## config.mk

```make
export PLATFORM = sky130hd
export DESIGN_NAME = fb_write_scheduler
export DESIGN_NICKNAME = d
export VERILOG_FILES = /design/src/rtl/fb_write_scheduler.sv
export SDC_FILE = /design/constraint.sdc
export NUM_CORES = 1
export LEC_CHECK = 0
export ABC_AREA = 1
export BUFFER_PORTS_ARGS = -buffer_cell sky130_fd_sc_hd__buf_4
export CORE_ASPECT_RATIO = 1.4
export CORE_MARGIN = 8
export CORE_UTILIZATION = 45
export CTS_BUF_LIST = sky130_fd_sc_hd__clkbuf_4 sky130_fd_sc_hd__clkbuf_8
export DETAILED_ROUTE_END_ITERATION = 8
export GPL_TIMING_DRIVEN = 0
export PLACE_DENSITY = 0.76
export SETUP_SLACK_MARGIN = 0.3
export SYNTH_ARGS = -nofsm -noshare
export SYNTH_HDL_FRONTEND = slang
export SYNTH_SLANG_ARGS = --single-unit
export TNS_END_PERCENT = 5
```

## constraint.sdc

```tcl
create_clock -name iVGA_CLK -period 1.48 [get_ports iVGA_CLK]
set_input_delay 0.296 -clock iVGA_CLK [delete_from_list [all_inputs] [get_ports iVGA_CLK]]
set_output_delay 0.296 -clock iVGA_CLK [all_outputs]
set_load 0.01 [all_outputs]
```

## src/rtl/fb_write_scheduler.sv

```systemverilog
// fb_write_scheduler: round-robin arbiter for two cell writers plus a full-grid clear engine.
// Define VBLANK_ONLY_EN to issue grants and clear writes only while iVBLANK=1.
module fb_write_scheduler #(
    parameter int GRID_W = 20,
    parameter int GRID_H = 15
) (
    input  logic        iVGA_CLK,
    input  logic        iRST_n,
    input  logic        iREQ0,
    input  logic        iREQ1,
    input  logic [6:0]  iX0,
    input  logic [6:0]  iX1,
    input  logic [5:0]  iY0,
    input  logic [5:0]  iY1,
    input  logic [11:0] iD0,
    input  logic [11:0] iD1,
    input  logic        iCLEAR,
    input  logic [11:0] iCLEAR_DATA,
    input  logic        iVBLANK,
    output logic        oGNT0,
    output logic        oGNT1,
    output logic        oUPDATE_EN,
    output logic [6:0]  oUPDATE_X,
    output logic [5:0]  oUPDATE_Y,
    output logic [11:0] oUPDATE_DATA,
    output logic        oBUSY,
    output logic        oCLEAR_DONE
);
    typedef enum logic [1:0] {IDLE, CLEAR, FINISH} state_t;
    state_t state, state_n;
    logic [6:0] cx, cx_n, x_n;
    logic [5:0] cy, cy_n, y_n;
    logic [11:0] clr, clr_n, data_n;
    logic ptr, ptr_n, gnt0_n, gnt1_n, en_n, slot, e0, e1, row_end;
`ifdef VBLANK_ONLY_EN
    assign slot = iVBLANK;
`else
    assign slot = iVBLANK | 1'b1;
`endif
    // A requester granted this cycle still holds its request; skip it once.
    assign e0 = iREQ0 & ~oGNT0 & slot;
    assign e1 = iREQ1 & ~oGNT1 & slot;
    assign row_end = cx == 7'(GRID_W - 1);
    always_comb begin
        state_n = state;
        cx_n = cx;
        cy_n = cy;
        clr_n = clr;
        ptr_n = ptr;
        gnt0_n = 1'b0;
        gnt1_n = 1'b0;
        en_n = 1'b0;
        x_n = oUPDATE_X;
        y_n = oUPDATE_Y;
        data_n = oUPDATE_DATA;
        if (state == IDLE && iCLEAR) begin
            state_n = CLEAR;
            clr_n = iCLEAR_DATA;
            cx_n = 7'd0;
            cy_n = 6'd0;
        end else if (state == IDLE && (e0 | e1)) begin
            // ptr=1 means R0 was granted last, so R1 wins a tie
            gnt0_n = e0 & (~e1 | ~ptr);
            gnt1_n = ~gnt0_n;
            ptr_n = gnt0_n;
            x_n = gnt0_n ? iX0 : iX1;
            y_n = gnt0_n ? iY0 : iY1;
            data_n = gnt0_n ? iD0 : iD1;
            en_n = (x_n < 7'(GRID_W)) && (y_n < 6'(GRID_H));
        end else if (state == CLEAR && slot) begin
            en_n = 1'b1;
            x_n = cx;
            y_n = cy;
            data_n = clr;
            cx_n = row_end ? 7'd0 : cx + 7'd1;
            cy_n = row_end ? cy + 6'd1 : cy;
            state_n = (row_end && cy == 6'(GRID_H - 1)) ? FINISH : CLEAR;
        end else if (state == FINISH) begin
            state_n = IDLE;
        end
    end
    always_ff @(posedge iVGA_CLK or negedge iRST_n) begin
        if (!iRST_n) begin
            state <= IDLE;
            cx <= 7'd0;
            cy <= 6'd0;
            clr <= 12'd0;
            ptr <= 1'b0;
            oGNT0 <= 1'b0;
            oGNT1 <= 1'b0;
            oUPDATE_EN <= 1'b0;
            oUPDATE_X <= 7'd0;
            oUPDATE_Y <= 6'd0;
            oUPDATE_DATA <= 12'd0;
            oBUSY <= 1'b0;
            oCLEAR_DONE <= 1'b0;
        end else begin
            state <= state_n;
            cx <= cx_n;
            cy <= cy_n;
            clr <= clr_n;
            ptr <= ptr_n;
            oGNT0 <= gnt0_n;
            oGNT1 <= gnt1_n;
            oUPDATE_EN <= en_n;
            oUPDATE_X <= x_n;
            oUPDATE_Y <= y_n;
            oUPDATE_DATA <= data_n;
            oBUSY <= state_n != IDLE;
            oCLEAR_DONE <= state == FINISH;
        end
    end
endmodule

```

* After elaboration in Yosys (flattened, before gate mapping) *
Cells that the tools add are included.

cells by class
  add/sub/neg operators = 2
  order comparisons = 2
  equality and inequality tests = 5
  mux-type cells = 29
  bitwise logic cells = 11
  reductions and logical operators = 13

operators by type and width
  operator                                            count
  2-to-1 mux 7 bit                                    7
  2-to-1 mux 6 bit                                    7
  2-to-1 mux 12 bit                                   3
  2-to-1 mux 2 bit                                    5
  nonzero test 2 bit                                  4
  adder 7 x 1 -> 7 bit, second input constant         1
  == test 7 x 5 -> 1 bit, second input constant       1
  < comparator 7 x 5 -> 1 bit, second input constant  1
  2-to-1 mux 1 bit                                    7
  adder 6 x 1 -> 6 bit, second input constant         1
  == test 6 x 4 -> 1 bit, second input constant       1
  < comparator 6 x 4 -> 1 bit, second input constant  1
  NOT 1 bit                                           6
  AND reduction 2 bit                                 3
  logical AND 1 bit                                   4
  bitwise AND 1 bit                                   3
  AND reduction 3 bit                                 1
  == test 2 x 1 -> 1 bit, second input constant       1
  == test 2 bit, second input constant                1
  logical NOT 2 bit                                   1
  != test 2 bit, second input constant                1
  bitwise OR 1 bit                                    2

word-level totals
  register bits = 58
  input bits = 68
  output and inout port bits = 30
  logic and storage cells = 75

* Depth between registers and ports, before layout *
Gate-level depths: netlist of run 1.

  word-level depth = 10
  mapped depth = 11
  depth with buffers taken out = 11

* Least setup slack after synthesis of run 1 *
No wires, ideal clock.

  path kind = reg2reg
  start point = register cx[0]
  end point = register cy[3]
  library setup time = 123 ps
  data arrival time = 1299 ps
  required time = 1357 ps
  path slack = 59 ps
  cell stages (with the launch flop) = 9
  path buffers = 0
  cells stage by stage = dfrtp_1 > ha_1 > nand2_1 > nor2_1 > nand3_2 > nand2_4 > nand2_4 > nor3b_1 > nor2_1

between the ends
  longest elaborated chain between the ends = 3

RTL lines
  item                           line  text
  start, declared                31    logic [6:0] cx, cx_n, x_n;
  start signal, assigned         99    cx <= cx_n;
  == test 7 x 5 -> 1 bit         43    assign row_end = cx == 7'(GRID_W - 1);
  nonzero test 2 bit (no line)   --
  AND reduction 3 bit (no line)  --
  end signal, assigned           100   cy <= cy_n;
  end, declared                  32    logic [5:0] cy, cy_n, y_n;

No other way between the ends.
A chain may end at the register's enable or synchronous reset.

* Final worst setup path of run 1 *
  start point = register cx[0]
  end point = register cy[1]

Same word-level chain as after synthesis.

==> results.sh, run 1 <==
export IMPL_first_global_vias=3248
export IMPL_reg2reg_setup_slack_ns=0.001
export IMPL_final_core_utilization=0.689
export IMPL_setup_tns_final_ns=0
export IMPL_initial_cell_density_of_the_core=0.454
export IMPL_routed_wire_length_per_instance_um=16.8
export IMPL_ys_warn_count=0
export IMPL_syn_area_sq_um=3110
export IMPL_port_buffers=96
export IMPL_clockRootBuffer="clkbuf_8"
export IMPL_cts_tree="yes"
export IMPL_synth_enable_flop_cells=0
export IMPL_path_clk_slew_ns=0.07
export IMPL_final_design_area_no_fill_sq_um=4720
export IMPL_synthesis_instances=387
export IMPL_setup_worst_path_start_class="flop"
export IMPL_power_per_standard_cell_area_nw_per_um2=749
export IMPL_worst_endpoint_required_ns=1.73
export IMPL_maxCapViolations=0
export IMPL_max_slew_margin=0.510
export IMPL_detailed_place_area_sq_um=3960
export IMPL_antenna_cells=0
export IMPL_core_area_sq_um=6850
export IMPL_final_min_period_over_clock_period=0.999
export IMPL_cp_slowest_cell="dfrtp_1"
export IMPL_grt_max_degree=59
export IMPL_post_synth_cell_area_avg_sq_um=8.03
export IMPL_die_w_um=86.2
export IMPL_max_vdd_ir_drop_mv=0.612
export IMPL_drt_drc_violations_left=0
export IMPL_timing_critical_path_to_type="flop"
export IMPL_syn_num_nets=458
export IMPL_worst_skew_pair_late_latency_ns=0.34
export IMPL_tightest_slew_ns=0.735
export IMPL_boundaryPins=98
export IMPL_fmax_mhz=676
export IMPL_nets=586
export IMPL_place_inst=578
export IMPL_cts_max_path_buffers=2
export IMPL_grt_overflow_total=0
export IMPL_grtUsageTotal=0.202
export IMPL_row_count=36
export IMPL_timing_critical_path_arrival_ns=1.73
export IMPL_yosys_cell_types_count=34
export IMPL_postSynth_topFlopCell="dfrtp_1"
export IMPL_synth_seq_area_share=0.467
export IMPL_netlist_top_cells_count="128 x nand2_1, 58 x dfrtp_1, 43 x a21oi_1"
export IMPL_seq_area_sq_um=1450
export IMPL_dieArea_sq_um=9860
export IMPL_ctsHtreeMaxLevel=3
export IMPL_worst_hold_path_type="input port to asynchronous set/reset pin"
export IMPL_hpwl_mm=6.95
export IMPL_final_fill_count=556
export IMPL_synthDominantCellAreaShare=0.467
export IMPL_multi_input_comb_area_sq_um=1640
export IMPL_cts_buffers=9
export IMPL_cp_max_fo=5
export IMPL_drtIter0Drc=237
export IMPL_area_growth_syn_to_fin_pct=51.8
export IMPL_tritoncts_sink_count=58
export IMPL_crit_family="simple AND/OR/NAND/NOR gates"
export IMPL_post_cts_hold_buffer_count=0
export IMPL_outcome="finished clean"
export IMPL_worst_clock_skew_ns=0.00885
export IMPL_synth_async_sr_flop_share=1.00
export IMPL_drt_pass1_iterations=4
export IMPL_total_power_mw=3.53
export IMPL_slew_viol_final=0
export IMPL_hold_viol_final=0
export IMPL_path_cells="ha_4 -> nand2_4 -> nor2_4 -> nand3_4 -> nand2_8 -> nand2_4 -> o31ai_2"
export IMPL_cp_buffers_inverters=0
export IMPL_num_vias=3212
export IMPL_die_height_um=114
export IMPL_worst_path_largest_cell_delay_ns=0.41
export IMPL_critical_path_class="flop to flop"
export IMPL_final_layout_size_suffix_gt1_frac=0.415
export IMPL_antenna_found_initial=0
export IMPL_finalSetupViolations=0
export IMPL_place_ws_ns=-0.146
export IMPL_yosys_register_bits=58
export IMPL_min_period_ns=1.48
export IMPL_via_per_inst=5.22
export IMPL_grt_setup_unrepaired="yes"
export IMPL_synthMostInstantiatedCell="nand2_1"
export IMPL_timing_final_ws_setup_ns=0.00143
export IMPL_gp_congestion=0.924
export IMPL_route_final_wire_length_mm=10.3
export IMPL_final_cell_count_no_fill=615
export IMPL_global_route_wire_length_before_repair_mm=15.6
export IMPL_synth_largest_area_cell="dfrtp_1"
export IMPL_synth_area_leaders="dfrtp_1 47%, nand2_1 15%, a21oi_1 6.9%, o21ai_1 4.0%, nand3b_1 2.4%"
export IMPL_finalHoldWorstSlack_ns=0.0191
export IMPL_cell_type_with_the_highest_occurrence_count_on_the_critical_path="nand2_4"
export IMPL_total_leakage_power_nw=2.28
export IMPL_antenna_violating_nets_post_route=0
-- state kept, by name, summed over array words and instances (netlist names), 2 cells and up --
signal        count
oUPDATE_X         7
state             2
cx                7
cy                6
oUPDATE_Y         6
clr              12
oUPDATE_DATA     12
-- final timing paths --
path | startpoint | end | depth (start not counted)
setup / recovery | cx[0]$_DFFE_PN0P_ | cy[1]$_DFFE_PN0P_ | 7
hold / removal | iRST_n | oGNT0$_DFF_PN0_ | 1
setup reg to reg | cx[0]$_DFFE_PN0P_ | cy[1]$_DFFE_PN0P_ | 7
hold reg to reg | clr[9]$_DFFE_PN0P_ | clr[9]$_DFFE_PN0P_ | 2
max in group asynchronous | iRST_n | state[1]$_DFF_PN0_ | 1
min in group iVGA_CLK | iCLEAR_DATA[4] | clr[4]$_DFFE_PN0P_ | 3
-- what timing repair did --
item	in CTS	in global routing
setup buffers	9	7
gates cloned	1	4
setup endpoints to repair	60	82
resized for setup	31	65
pin swaps	7	19
-- area by class of cell --
class,count,area share
Inverter,27,0.0241
Buffer,18,0.0379
Clock inverter,5,0.0164
Tap cell,95,0.0252
Timing Repair Buffer,115,0.210
Clock buffer,11,0.0308
Sequential cell,58,0.308
Multi-Input combinational cell,286,0.348
-- report_power, final --
part	switching [mW]	leakage, nW	internal (mW)
combinational	0.139	1.43	0.164
clock	0.640	0.113	1.01
sequential	0	0.732	1.59
total	0.779	2.28	2.76
-- placed cells by master (no fill, tap or decap), types with 2 or more instances in the layout --
cell type  count
o22ai_1        2
nand4_1        2
nand3_1        9
nand2_2        5
inv_2          7
o21ai_1       21
nor2_1        14
nand3_4        2
nand2_1      124
clkinv_2       2
o21a_1         2
buf_8          2
dfrtp_1       57
nand2_8        3
buf_2          2
a21oi_2       15
nand3b_1      10
buf_6         33
inv_1         17
o31ai_2        2
nor2_2         5
nor2_4         3
nand3_2        2
nand2_4        6
o21ai_0        8
buf_4         92
clkbuf_8      10
inv_6          2
o21ai_2        7
a21oi_1       31
clkbuf_4       2
bufinv_16      2
xor2_1         3
-- metal layers --
layer | track usage | wire [um]
met1 | 0.220 | 3740
met2 | 0.364 | 5660
met3 | 0.0381 | 555
met4 | 0.0923 | 361
met5 | 0 | 0
-- kinds of logic after synthesis --
kind of cell    count (synthesis)  synth area share
fa+ha+maj                       3            0.0121
xor+xnor                        5            0.0141
simple gates                  185             0.272
compound gates                 91             0.159
flops                          58             0.467
buf+inv                        45            0.0753
Note: power is estimated with default switching activity, not from simulation.
==> run 2: changes to the inputs <==
--- a/config.mk
+++ b/config.mk
@@ -5,7 +5,6 @@
 export SDC_FILE = /design/constraint.sdc
 export NUM_CORES = 1
 export LEC_CHECK = 0
-export ABC_AREA = 1
 export BUFFER_PORTS_ARGS = -buffer_cell sky130_fd_sc_hd__buf_4
 export CORE_ASPECT_RATIO = 1.4
 export CORE_MARGIN = 8
==> results.sh, run 2 <==
export IMPL_final_core_utilization=0.716
export IMPL_nets=477
export IMPL_antenna_found_initial=0
export IMPL_yosys_cell_types_count=38
export IMPL_yosys_register_bits=58
export IMPL_mostFrequentLayoutCell="buf_4"
export IMPL_num_vias=2969
export IMPL_cts_max_path_buffers=2
export IMPL_die_height_um=112
export IMPL_timing_final_ws_setup_ns=-0.182
export IMPL_via_per_inst=6.12
export IMPL_grt_max_degree=59
export IMPL_postSynth_topFlopCell="dfrtp_1"
export IMPL_drt_drc_violations_left=0
export IMPL_synth_async_sr_flop_share=1.00
export IMPL_route_final_wire_length_mm=10.6
export IMPL_violations="setup timing"
export IMPL_most_used_cells_in_the_layout_excluding_fill_and_tap_cells="79 x buf_4, 54 x dfrtp_1, 53 x nand3_1"
export IMPL_core_area_sq_um=6440
export IMPL_worst_hold_path_type="input port to asynchronous set/reset pin"
export IMPL_grt_setup_unrepaired="yes"
export IMPL_slew_viol_final=0
export IMPL_final_fill_count=412
export IMPL_cts_tree="yes"
export IMPL_tightest_slew_ns=0.753
export IMPL_hpwl_mm=6.52
export IMPL_ys_warn_count=0
export IMPL_detailed_place_area_sq_um=3780
export IMPL_total_leakage_power_nw=2.14
export IMPL_layout_top_registers="clr x12, oUPDATE_DATA x12"
export IMPL_tritoncts_sink_count=58
export IMPL_synthesis_instances=281
export IMPL_timing_critical_path_arrival_ns=1.94
export IMPL_outcome="finished with violations"
export IMPL_max_vdd_ir_drop_mv=0.527
export IMPL_port_buffers=96
export IMPL_synthMostInstantiatedCell="dfrtp_1"
export IMPL_ctsHtreeMaxLevel=3
export IMPL_setup_worst_path_start_class="flop"
export IMPL_drtIter0Drc=247
export IMPL_first_global_vias=3034
export IMPL_routed_wire_length_per_instance_um=21.9
export IMPL_worst_endpoint_required_ns=1.76
export IMPL_setup_tns_final_ns=-0.928
export IMPL_area_growth_syn_to_fin_pct=57.2
export IMPL_synth_area_leaders="dfrtp_1 50%, mux2i_1 9.2%, nand3_1 9.0%, o211ai_1 6.4%, mux2_2 5.4%"
export IMPL_syn_area_sq_um=2930
export IMPL_fmax_mhz=602
export IMPL_final_design_area_no_fill_sq_um=4610
export IMPL_global_route_wire_length_before_repair_mm=15.9
export IMPL_syn_num_nets=352
export IMPL_seq_area_sq_um=1460
export IMPL_initial_cell_density_of_the_core=0.455
export IMPL_post_synth_cell_area_avg_sq_um=10.4
export IMPL_synth_largest_area_cell="dfrtp_1"
export IMPL_min_period_ns=1.66
export IMPL_netlist_top_cells_count="58 x dfrtp_1, 53 x nand3_1, 27 x mux2i_1"
export IMPL_antenna_cells=0
export IMPL_antenna_violating_nets_post_route=0
export IMPL_grtUsageTotal=0.214
export IMPL_multi_input_comb_area_sq_um=1550
export IMPL_cts_buffers=9
export IMPL_power_per_standard_cell_area_nw_per_um2=788
export IMPL_row_count=35
export IMPL_synth_seq_area_share=0.495
export IMPL_cp_max_fo=7
export IMPL_hold_viol_final=0
export IMPL_final_min_period_over_clock_period=1.12
export IMPL_worst_skew_pair_late_latency_ns=0.35
export IMPL_clockRootBuffer="clkbuf_8"
export IMPL_path_clk_slew_ns=0.07
export IMPL_grt_overflow_total=0
export IMPL_synth_enable_flop_cells=0
export IMPL_synthDominantCellAreaShare=0.495
export IMPL_timing_critical_path_to_type="flop"
export IMPL_finalSetupViolations=22
export IMPL_max_slew_margin=0.498
export IMPL_finalHoldWorstSlack_ns=0.0105
export IMPL_post_cts_hold_buffer_count=0
export IMPL_worst_clock_skew_ns=0.00909
export IMPL_boundaryPins=98
export IMPL_maxCapViolations=0
export IMPL_die_w_um=84.2
export IMPL_drt_pass1_iterations=5
export IMPL_final_layout_size_suffix_gt1_frac=0.477
export IMPL_dieArea_sq_um=9390
export IMPL_critical_path_class="flop to flop"
export IMPL_gp_congestion=0.781
## run 2: cell types whose count changed in the layout (fill, tap and decap cells not counted), sizes merged, moves of 7 or more
cell / delta
nand2: -125
a21oi: -41
nand3: +41
mux2i: +27
o21ai: -26
o211ai: +25
inv: -24
mux2: +14
nor2: -11
nand3b: -10
clkbuf: +9
buf: -7
## run 2: path summary, 6_finish.rpt
path | depth (start not counted) | startpoint | endpoint | slack [ns]
setup reg to reg | 4 | cx[4]$_DFFE_PN0P_ | cy[5]$_DFFE_PN0P_ | -0.18
min in group iVGA_CLK | 2 | iCLEAR_DATA[2] | clr[2]$_DFFE_PN0P_ | 0.18
hold / removal | 1 | iRST_n | oUPDATE_X[1]$_DFFE_PN0P_ | 0.01
setup / recovery | 4 | cx[4]$_DFFE_PN0P_ | cy[5]$_DFFE_PN0P_ | -0.18
max in group asynchronous | 1 | iRST_n | state[1]$_DFF_PN0_ | 0.93
hold reg to reg | 1 | clr[8]$_DFFE_PN0P_ | clr[8]$_DFFE_PN0P_ | 0.51
## run 2: what timing repair did
action	in CTS	in global routing
resized for setup	88	37
endpoints found under the setup margin	64	86
buffers inserted	12	4
pin swaps	36	21
gates cloned	2	0
## run 2: power breakdown
group          internal, mW  switching, mW  leakage [nW]
Combinational         0.211          0.141          1.31
Sequential             1.59        0.00103         0.727
Clock                  1.03          0.660         0.110
## run 2: per-stage QoR
stage / total power, mW / setup WS [ns] / instances
after floorplan: 1.70 / 0.00470 / 281
after global placement: 1.89 / -0.370 / 451
after detailed placement: 1.90 / -0.406 / 451
after CTS: 3.62 / -0.109 / 481
after global routing: 3.73 / -0.252 / 485
final: 3.63 / -0.182 / 485
## run 2: logic make-up after synthesis
family | Yosys count | synth area share
buffers and inverters | 23 | 0.0329
adders and majority gates | 3 | 0.0128
muxes | 41 | 0.146
DFF | 58 | 0.495
AOI/OAI and AO/OA | 53 | 0.127
and+or+nand+nor | 102 | 0.184
xor gates and xnor gates | 1 | 0.00299
## run 2: critical path, cell delays in order, from the launching register on
cell	delay (ns)
dfrtp_1	0.47
nor4b_4	0.35
nand3_2	0.19
or4_4	0.46
a21oi_2	0.12
## run 2: final cells by class
type	count	share of cell area
well taps	74	0.0201
multi-input cells	200	0.336
flip-flops and latches	58	0.316
plain buffers	20	0.0567
inverters	3	0.00244
clock buffers	12	0.0331
repair buffers	114	0.220
clock inverters	4	0.0163
## run 2: per-layer routing
metal	global-route usage	up-vias	part of all wire	wire length, um
li1	-	1304	-	-
met1	0.225	1487	0.35	3700
met2	0.377	154	0.55	5820
met3	0.0621	24	0.077	815
met4	0.102	0	0.028	301
met5	0	-	0	0
==> run 3: changes to the inputs <==
--- a/config.mk
+++ b/config.mk
@@ -12,7 +12,7 @@
 export CTS_BUF_LIST = sky130_fd_sc_hd__clkbuf_4 sky130_fd_sc_hd__clkbuf_8
 export DETAILED_ROUTE_END_ITERATION = 8
 export GPL_TIMING_DRIVEN = 0
-export PLACE_DENSITY = 0.76
+export PLACE_DENSITY = 0.74
 export SETUP_SLACK_MARGIN = 0.3
 export SYNTH_ARGS = -nofsm -noshare
 export SYNTH_HDL_FRONTEND = slang
==> constraint.sdc (replaced) <==
create_clock -name iVGA_CLK -period 1.9 [get_ports iVGA_CLK]
set_input_delay 0.38 -clock iVGA_CLK [delete_from_list [all_inputs] [get_ports iVGA_CLK]]
set_output_delay 0.38 -clock iVGA_CLK [all_outputs]
set_load 0.01 [all_outputs]
==> results.sh, run 3 (same netlist as run 2, synthesis figures left out) <==
export IMPL_place_inst=451
export IMPL_slew_viol_final=0
export IMPL_core_area_sq_um=6440
export IMPL_mostFrequentLayoutCell="buf_4"
export IMPL_use_met2=0.321
export IMPL_tritoncts_sink_count=58
export IMPL_antenna_found_initial=0
export IMPL_initial_cell_density_of_the_core=0.455
export IMPL_worst_endpoint_required_ns=2.11
export IMPL_grt_max_degree=59
export IMPL_ctsHtreeMaxLevel=3
export IMPL_first_global_vias=2702
export IMPL_grtUsageTotal=0.189
export IMPL_most_used_cells_in_the_layout_excluding_fill_and_tap_cells="103 x buf_4, 53 x nand3_1, 51 x dfrtp_1"
export IMPL_route_final_wire_length_mm=9.02
export IMPL_intPower_mw=2.02
export IMPL_final_min_period_over_clock_period=0.870
export IMPL_cts_max_path_buffers=2
export IMPL_timing_critical_path_to_type="flop"
export IMPL_die_height_um=112
export IMPL_timing_critical_path_arrival_ns=1.86
export IMPL_hpwl_mm=6.62
export IMPL_min_period_ns=1.65
export IMPL_grt_util_met1=0.211
export IMPL_drt_pass1_iterations=5
export IMPL_num_vias=2713
export IMPL_hold_viol_final=0
export IMPL_total_leakage_power_nw=1.95
export IMPL_grt_busiest_layer="met2"
export IMPL_routed_wire_length_per_instance_um=19.1
export IMPL_dieArea_sq_um=9390
export IMPL_grt_overflow_total=0
export IMPL_critical_path_class="flop to flop"
export IMPL_netSwitchingFraction=0.221
export IMPL_outcome="finished clean"
export IMPL_final_layout_size_suffix_gt1_frac=0.442
export IMPL_drtIter0Drc=138
export IMPL_antenna_violating_nets_post_route=0
export IMPL_setup_worst_path_start_class="flop"
export IMPL_grt_setup_unrepaired="yes"
export IMPL_layout_top_registers="clr x12, oUPDATE_DATA x12"
export IMPL_power_per_standard_cell_area_nw_per_um2=630
export IMPL_boundaryPins=98
export IMPL_detailed_place_area_sq_um=3750
export IMPL_worst_clock_skew_ns=0.00689
export IMPL_fmax_mhz=605
export IMPL_cp_max_fo=2
export IMPL_path_clk_slew_ns=0.07
export IMPL_total_switching_power_mw=0.574
export IMPL_port_buffers=96
export IMPL_max_vdd_ir_drop_mv=0.398
export IMPL_final_design_area_no_fill_sq_um=4120
export IMPL_cts_buffers=9
export IMPL_timing_reg2reg_worst_path_depth=5
export IMPL_antenna_cells=0
export IMPL_clockRootBuffer="clkbuf_8"
export IMPL_die_w_um=84.2
export IMPL_gp_congestion=0.835
export IMPL_seq_power_share=0.477
export IMPL_cts_tree="yes"
export IMPL_worst_hold_path_type="input port to asynchronous set/reset pin"
export IMPL_final_cell_count_no_fill=472
export IMPL_maxCapViolations=0
export IMPL_drt_drc_violations_left=0
export IMPL_timing_final_ws_setup_ns=0.246
export IMPL_worst_skew_pair_late_latency_ns=0.34
export IMPL_global_route_wire_length_before_repair_mm=14.2
export IMPL_combPwrFrac=0.084
export IMPL_clockPowerShare=0.439
export IMPL_max_slew_margin=0.506
export IMPL_finalSetupViolations=0
export IMPL_area_growth_syn_to_fin_pct=40.6
export IMPL_nets=466
export IMPL_place_ws_ns=-0.0401
export IMPL_tightest_slew_ns=0.741
export IMPL_final_core_utilization=0.640
export IMPL_via_per_inst=5.75
export IMPL_met3_usage=0.0424
export IMPL_row_count=35
==> run 3: cell count changes in the layout (fill, tap and decap cells not counted), moves of 3 or more <==
cell      delta
buf_6       -31
buf_4       +24
mux2_2       +8
mux2_4       -8
buf_12       -6
clkbuf_2     +5
clkbuf_8     -5
buf_2        +4
dfrtp_1      -3
dfrtp_2      +3
mux2i_1      +3
mux2i_2      -3
==> run 3: cell type report <==
cell class | instances | area, sq um
tap | 74 | 92.6
clock buffer | 11 | 151
sequential | 58 | 1460
fill | 522 | 2320
inverter | 3 | 11.3
clock inverter | 3 | 40.0
multi-input combinational | 200 | 1460
buffer | 20 | 125
timing repair buffer | 103 | 777
==> run 3: worst max-delay path, stage by stage, from the launching register on <==
cell and delay [ns]:
dfrtp_2 0.40, inv_1 0.05, ha_1 0.12, or4b_2 0.61
o31ai_2 0.23, nand2b_1 0.11
==> run 3: what timing repair did <==
item,in CTS,in global routing
hold endpoints to repair,0,0
hold buffers,0,0
endpoints found under the setup margin,48,38
pin swaps,8,3
resized for setup,34,15
setup buffers,6,1
==> run 3: layer usage <==
metal	vias to the layer above	wire [um]
met5	-	0
met4	0	276
met3	18	540
met2	99	4690
met1	1314	3520
li1	1282	-
==> run 3: stage by stage <==
step	hold slack (ns)	setup TNS [ns]	power (mW)
2_1_floorplan	0.0844	0	1.32
3_3_place_gp	0.459	-0.0196	1.47
3_5_place_dp	0.477	-0.274	1.47
4_1_cts	0.128	0	2.60
5_1_grt	0.169	0	2.67
6_report	0.102	0	2.59
==> run 3: power by group through the flow <==
stage	registers, mW	logic, mW	clock network [mW]
CTS	1.24	0.218	1.14
finish	1.24	0.218	1.14
global placement	1.26	0.211	0
floorplan	1.26	0.0631	0
detailed placement	1.26	0.214	0
global route	1.24	0.237	1.20
==> run 3: worst paths after layout <==
kind,endpoint,startpoint,slack (ns)
setup / recovery,state[0]$_DFF_PN0_,cy[0]$_DFFE_PN0P_,0.25
hold / removal,oUPDATE_DATA[4]$_DFFE_PN0P_,iRST_n,0.10
setup reg to reg,state[0]$_DFF_PN0_,cy[0]$_DFFE_PN0P_,0.25
hold reg to reg,ptr$_DFFE_PN0P_,ptr$_DFFE_PN0P_,0.49
max in group asynchronous,cy[1]$_DFFE_PN0P_,iRST_n,1.26
min in group iVGA_CLK,clr[10]$_DFFE_PN0P_,iCLEAR_DATA[10],0.27
